--- src/rtl/reset_sequencer.sv ---
// Central reset controller: waits for a filtered clock lock, holds all domains
// in reset for WIDTH cycles, then releases them in index order GAP cycles apart.
module reset_sequencer #(
  parameter int N_DOMAINS   = 4,
  parameter int WIDTH       = 50,
  parameter int GAP         = 16,
  parameter int LOCK_FILTER = 8
) (
  input  logic                 clk,
  input  logic                 ip_async_reset_n_i,
  input  logic                 ip_lock_i,
  input  logic                 ip_sw_reset_req_i,
  output logic                 op_sw_reset_ack_o,
  output logic [N_DOMAINS-1:0] op_reset_o,
  output logic                 op_done_o,
  output logic [2:0]           op_state_o
);

  // state     | meaning
  // WAIT_LOCK | all domains in reset, filtering ip_lock_i
  // ASSERT    | all domains in reset for WIDTH cycles
  // RELEASE   | deasserting one domain every GAP cycles, bit 0 first
  // RUN       | every domain released
  localparam logic [2:0] ST_WAIT_LOCK = 3'd0;
  localparam logic [2:0] ST_ASSERT    = 3'd1;
  localparam logic [2:0] ST_RELEASE   = 3'd2;
  localparam logic [2:0] ST_RUN       = 3'd3;

  localparam int LW = (LOCK_FILTER > 1) ? $clog2(LOCK_FILTER) : 1;
  localparam int WW = (WIDTH > 1)       ? $clog2(WIDTH)       : 1;
  localparam int GW = (GAP > 1)         ? $clog2(GAP)         : 1;
  localparam int IW = (N_DOMAINS > 1)   ? $clog2(N_DOMAINS)   : 1;

  localparam logic [LW-1:0] LOCK_LAST  = LW'(LOCK_FILTER - 1);
  localparam logic [WW-1:0] WIDTH_LAST = WW'(WIDTH - 1);
  localparam logic [GW-1:0] GAP_LAST   = GW'(GAP - 1);
  localparam logic [IW-1:0] IDX_LAST   = IW'(N_DOMAINS - 1);

  logic [2:0]           state_q, state_d;
  logic [LW-1:0]        lock_cnt_q, lock_cnt_d;
  logic [WW-1:0]        width_cnt_q, width_cnt_d;
  logic [GW-1:0]        gap_cnt_q, gap_cnt_d;
  logic [IW-1:0]        idx_q, idx_d;
  logic                 req_q;
  logic                 ack_q, ack_d;
  logic                 done_q, done_d;
  logic [N_DOMAINS-1:0] reset_q, reset_d;
  logic                 req_edge;
  logic                 active;

  assign req_edge = ip_sw_reset_req_i & ~req_q;
  assign active   = (state_q == ST_ASSERT) || (state_q == ST_RELEASE) || (state_q == ST_RUN);

  always_comb begin
    state_d     = state_q;
    lock_cnt_d  = lock_cnt_q;
    width_cnt_d = width_cnt_q;
    gap_cnt_d   = gap_cnt_q;
    idx_d       = idx_q;
    reset_d     = reset_q;
    done_d      = done_q;
    ack_d       = 1'b0;

    if (!active) begin
      // WAIT_LOCK, and recovery from any unreachable encoding
      state_d = ST_WAIT_LOCK;
      reset_d = '1;
      done_d  = 1'b0;
      if (!ip_lock_i) begin
        lock_cnt_d = '0;
      end else if (lock_cnt_q == LOCK_LAST) begin
        state_d     = ST_ASSERT;
        width_cnt_d = '0;
        lock_cnt_d  = '0;
      end else begin
        lock_cnt_d = lock_cnt_q + 1'b1;
      end
    end else if (!ip_lock_i) begin
      state_d    = ST_WAIT_LOCK;
      lock_cnt_d = '0;
      reset_d    = '1;
      done_d     = 1'b0;
    end else if (req_edge) begin
      ack_d       = 1'b1;
      state_d     = ST_ASSERT;
      width_cnt_d = '0;
      reset_d     = '1;
      done_d      = 1'b0;
    end else begin
      case (state_q)
        ST_ASSERT: begin
          reset_d = '1;
          if (width_cnt_q == WIDTH_LAST) begin
            state_d   = ST_RELEASE;
            gap_cnt_d = '0;
            idx_d     = '0;
          end else begin
            width_cnt_d = width_cnt_q + 1'b1;
          end
        end
        ST_RELEASE: begin
          if (gap_cnt_q == GAP_LAST) begin
            reset_d[idx_q] = 1'b0;
            gap_cnt_d      = '0;
            if (idx_q == IDX_LAST) begin
              state_d = ST_RUN;
              done_d  = 1'b1;
              idx_d   = '0;
            end else begin
              idx_d = idx_q + 1'b1;
            end
          end else begin
            gap_cnt_d = gap_cnt_q + 1'b1;
          end
        end
        default: begin
          reset_d = '0;
          done_d  = 1'b1;
        end
      endcase
    end
  end

  always_ff @(posedge clk or negedge ip_async_reset_n_i) begin
    if (!ip_async_reset_n_i) begin
      state_q     <= ST_WAIT_LOCK;
      lock_cnt_q  <= '0;
      width_cnt_q <= '0;
      gap_cnt_q   <= '0;
      idx_q       <= '0;
      req_q       <= 1'b0;
      ack_q       <= 1'b0;
      done_q      <= 1'b0;
      reset_q     <= '1;
    end else begin
      state_q     <= state_d;
      lock_cnt_q  <= lock_cnt_d;
      width_cnt_q <= width_cnt_d;
      gap_cnt_q   <= gap_cnt_d;
      idx_q       <= idx_d;
      req_q       <= ip_sw_reset_req_i;
      ack_q       <= ack_d;
      done_q      <= done_d;
      reset_q     <= reset_d;
    end
  end

  assign op_state_o        = state_q;
  assign op_reset_o        = reset_q;
  assign op_done_o         = done_q;
  assign op_sw_reset_ack_o = ack_q;

endmodule
--- config.mk ---
export PLATFORM = sky130hd
export DESIGN_NAME = reset_sequencer
export DESIGN_NICKNAME = d
export VERILOG_FILES = /design/src/rtl/reset_sequencer.sv
export SDC_FILE = /design/constraint.sdc
export NUM_CORES = 1
export LEC_CHECK = 0
export CAP_MARGIN = 20
export CORE_MARGIN = 1.5
export CORE_UTILIZATION = 56
export DETAILED_ROUTE_END_ITERATION = 6
export GPL_TIMING_DRIVEN = 0
export MAX_ROUTING_LAYER = met4
export PLACE_DENSITY = 0.76
export RECOVER_POWER = 50
export SLEW_MARGIN = 15
export SYNTH_ARGS = -nofsm -noshare
export SYNTH_HDL_FRONTEND = slang
export SYNTH_SLANG_ARGS = --single-unit
--- constraint.sdc ---
create_clock -name clk -period 1.9 [get_ports clk]
set_input_delay 0.19 -clock clk [delete_from_list [all_inputs] [get_ports clk]]
set_output_delay 0.19 -clock clk [all_outputs]
set_load 0.02 [all_outputs]
# Word-level counts from Yosys, hierarchy flattened
# Cells that the tools add are included.
# totals
register_bits,25
inputBits,4
out_inout_bits,9
elab_cells,90
# op_classes
add_sub_neg,4
order_cmp,2
eq_ne,17
n_mux,43
bitwise_logic,5
n_reduce_logical,10
# op_table
op,count
$mux 6,7
$mux 3,10
$mux 4,6
$pmux 4 s2,2
$ne 5x4->1 const B,3
$mux 1,11
$reduce_and 4->1,2
$add 6x1->6 const B,1
$eq 3x2->1 const B,2
$eq 6x6->1 const B,1
$mux 2,3
$pmux 3 s2,1
$reduce_and 6->1,1
$ne 5x3->1 const B,1
$reduce_and 5->1,1
$add 4x1->4 const B,1
$and 4x4->4,1
$eq 4x4->1 const B,1
$ne 2x1->1 const B,2
$ne 4x4->1 const B,1
$not 4->4,1
$pmux 2 s2,1
$reduce_bool 2->1,2
$add 3x1->3 const B,1
16 further kinds,18

# Longest topological paths before layout
# logic_depth
depth_word,11
depth_mapped,7
depth_no_buf,6

# Least setup slack after synthesis
# No wires, ideal clock.
# synth_timing
path_kind,register -> register
startpoint,reg state_q[0] (netlist: op_state_o[0])
endpoint,reg gap_cnt_q[0]
setup_ns,0.127
arrival_ns,1.799
required_time_ns,1.773
path_slack_ns,-0.027
path_stages_with_launch,8
n_path_buf,1
synth_period_minus_slack_ns,1.927
cell_sequence,dfrtp_1 > inv_1 > ha_1 > buf_6 > nand2b_4 > nor2_2 > and3_4 > mux2_1
# synth_between
elab_chain_cells,4
elab_cells_between_ends,9
cone_classes,eq/ne (4); mux (1); reduce/logical (4)
# synth_lines
item,line,source
from (decl),39,"logic [2:0] state_q, state_d;"
from (signal assigned),136,state_q <= state_d;
$eq 3x1->1 or $eq 3x2->1 (tied branches),"52, 90",
$logic_or 1x1->1 (2 in a row),52,assign active = (state_q == ST_ASSERT) || (state_q == ST_RELEASE) || (state_q == ST_RUN);
$reduce_and 5->1 (no source line),--,
to (signal assigned),139,gap_cnt_q <= gap_cnt_d;
to (decl),42,"logic [GW-1:0] gap_cnt_q, gap_cnt_d;"
# Several ways; a longest one is shown, not always the timed one.
# A chain may end at the register's enable or synchronous reset.

# Worst setup path in the final report
# layout_timing
startpoint,reg state_q[0] (netlist: op_state_o[0])
endpoint,reg state_q[0] (netlist: op_state_o[0])
# layout_between
elab_chain_cells,5
elab_cells_between_ends,14
cone_classes,eq/ne (7); mux (4); reduce/logical (3)
# layout_lines
item,line,source
$eq 3x2->1 or $eq 3x1->1 (tied branches),"52, 90",
$pmux 3 s2 or $logic_or 1x1->1 (tied branches),"90, 52",
$mux 3 or $logic_or 1x1->1 (tied branches),"83, 52",
"$mux 3, or another cell as far along",78,end else if (!ip_lock_i) begin
$mux 3 or $reduce_and 4->1 (tied branches),--,
# Several ways; a longest one is shown, not always the timed one.

==> qor.csv <==
metric,value,unit
final antenna diode count,0,
WS Path Type,flop to flop,
Detailed Route WL,2690,µm
"Seq/Total Area, Yosys",0.424,
"EDFF count, synth",0,
syn nets,158,
total power per unit cell area,1070,nW/µm²
Clock Pin Slew Worst Setup and Hold Paths,0.13,ns
CTS root buffer,clkbuf_4,
count of state elements after synthesis,24,
final std cells w/o fill,189,
largest net degree at the start of global routing,25,
number of detailed-route iterations in the first pass,4,
overall die area,2860,µm²
most instantiated cells after synthesis,"dfrtp_1, ha_1, inv_1",
later-pin clock latency in the skew report,0.32,ns
height of the die,53.5,µm
total number of yosys warnings,0,
highest cell delay on the worst timing path,0.44,ns
Final Slew Violations,0,
CP Data Arrival Time,2.04,ns
final worst hold slack,0.493,ns
number of H-tree levels,1,
critical path required time,2.15,ns
type of destination of the critical path,flop,
Mapped Cells,141,
number of global-route vias before repair,1005,
vias after detailed routing,1103,
post-synthesis instance area,1430,µm²
share of final-layout standard cells stronger than drive strength 1,0.170,
Mapped Avg Cell Area,10.1,µm²
overflow left after global routing,0,
leak pwr,0.735,nW
total number of nets in the final design,177,
Vias/cell,5.84,
post-layout power,0.00178,W
transition time of the tightest slew-check pin,1.27,ns
cell with the largest stage delay on the worst path,or4_4,
headroom to the max-slew limit,0.152,
end of the worst register-to-register path,op_state_o[0],
initial standard-cell utilization of the core,0.582,
die boundary width,53.5,µm
type of origin of the critical path,flop,
most area-hungry cell type in the Yosys netlist,dfrtp_1,
worst hold path type,flop to flop,
Clock Skews,0.00206,ns
post-route ant nets,0,
wire length of the first global-routing pass,4450,µm
beginning of the worst register-to-register path,op_state_o[0],
number of hold violations in the final report,0,
number of antenna violations at the first check in global routing,0,
largest buffer count on any clock path,2,
min Tclk post-route,1.80,ns
TritonCTS Buffers,3,
hold path cells,2,
cell types occupying the most area after synthesis,"dfrtp_1, ha_1, dfstp_2, mux2i_1, o21ai_0",
setup TNS,0,ns
biggest fanout along the worst timing path,8,
total instance count after detailed placement,182,
"Async S/R FF share, synth",1.00,
result of the run,completed,
worst setup path start,op_state_o[0],
commonest register cell after synthesis,dfrtp_1,
RD Place Congestion,0.742,
count of cells along the worst register-to-register path,7,
Critical Path Sink,op_state_o[0],
aggregate global-route resource usage,0.221,
TritonCTS clock tree,built,
Avg WL per Cell,14.2,µm
crit-path cells,inv_2 -> ha_1 -> buf_6 -> nand2b_4 -> or4_4 -> o211ai_4 -> mux2i_1,
PortBufs,11,
count of routing violations after the opening detailed-route iteration,29,
post-detailed-route DRC marker count,0,
placeable core area,2450,µm²
final design utilization,0.673,
post-synthesis to final-layout area growth,15.8,%
number of fill cells in the layout,190,
ratio of final minimum period to clock period,0.947,
count of endpoints failing setup in the final report,0,
RSZ-0062 raised after global routing,false,
number of different library cells in the post-synthesis netlist,44,
Detailed Place HPWL,1940,µm
most frequently used cell type in the post-synthesis netlist,dfrtp_1,
number of top-level pins,13,
Peak supply drop,0.767,mV
Yosys top cell area share,0.351,
cell row count,18,
total clock sinks,24,
register-to-register setup slack,0.10,ns
max-capacitance violation count,0,
Achievable Freq,556,MHz
[how the worst min path moves through the flow]
stage / startpoint / to
floorplan: ip_async_reset_n_i / gap_cnt_q[0]
global placement: op_reset_o[3] / op_reset_o[3]
detailed placement: op_reset_o[0] / op_reset_o[0]
CTS: ip_sw_reset_req_i / req_q
global route: ip_sw_reset_req_i / req_q
finish: op_reset_o[0] / op_reset_o[0]
[area by class of cell]
cell class,count,area [µm²],area share
repair buffers,14,129,0.0780
inverters,12,45.0,0.0273
flip-flops and latches,24,608,0.368
clock buffers,4,26.3,0.0159
well taps,30,37.5,0.0227
multi-input cells,101,777,0.470
plain buffers,4,30.0,0.0182
[power breakdown]
part	switching, W	total, W	internal, W
clock	0.000151	0.000233	0.0000822
sequential	0.0000853	0.000733	0.000647
combinational	0.000441	0.000810	0.000369
[kinds of logic (layout without fill, tap and decap cells)]
family	after synthesis	in the layout	synth area share
adders and majority gates	13	13	0.114
buffers and inverters	16	34	0.0508
and+or+nand+nor	48	48	0.196
other	1	1	0.00263
muxes	8	8	0.0578
DFF	24	24	0.424
AOI/OAI and AO/OA	31	31	0.154
[placed cells by master (no fill, tap or decap), types with 3 or more instances in the layout]
cell type | synthesis | layout
nand2_1 | 10 | 10
clkbuf_1 | 1 | 3
buf_4 | 1 | 3
clkbuf_4 | 0 | 4
mux2i_1 | 6 | 6
and4_1 | 3 | 3
clkdlybuf4s50_1 | 0 | 9
ha_1 | 13 | 13
a21oi_1 | 3 | 3
nor3_1 | 3 | 3
dfrtp_1 | 20 | 18
nand3_1 | 6 | 6
a32o_1 | 3 | 3
o21ai_0 | 10 | 10
dfstp_2 | 4 | 4
inv_1 | 12 | 11
nand2b_1 | 3 | 3
nor2_1 | 9 | 9
[through the flow]
stage                     setup slack (ns)  cell area, µm²
after global routing               0.00200            1650
final                                0.101            1650
after global placement             -0.0963            1580
after floorplan                     0.0431            1430
after CTS                           0.0207            1610
after detailed placement            -0.101            1580
[metal layers]
metal / track usage / wire length (µm) / up-vias
met4: 0.0940 / 47 / 0
li1: - / - / 536
met1: 0.278 / 1260 / 540
met2: 0.360 / 1300 / 22
met3: 0.0254 / 81 / 5
met5: - / 0 / -
[state kept, by name, indices dropped and copies added, names as in the netlist]
signal / cells
op_done_o: 1
gap_cnt_q: 4
req_q: 1
lock_cnt_q: 3
op_reset_o: 4
idx_q: 2
width_cnt_q: 6
op_sw_reset_ack_o: 1
op_state_o: 2
[critical path, delay by kind of cell (launching register included)]
family	cells	cell delay, ns
and+or+nand+nor	2	0.60
DFF	1	0.40
adders and majority gates	1	0.21
muxes	1	0.21
buffers and inverters	2	0.20
AOI/OAI and AO/OA	1	0.10
[timing repair]
action / CTS / global route
pin swaps: 0 / 1
hold endpoints to repair: 0 / 20
hold buffers: 0 / 1
cloned: 0 / 0
gates resized for setup: 1 / 5
setup buffers: 0 / 2
endpoints found under the setup margin: 1 / 4
No activity file was read; power rests on OpenSTA's default activity.
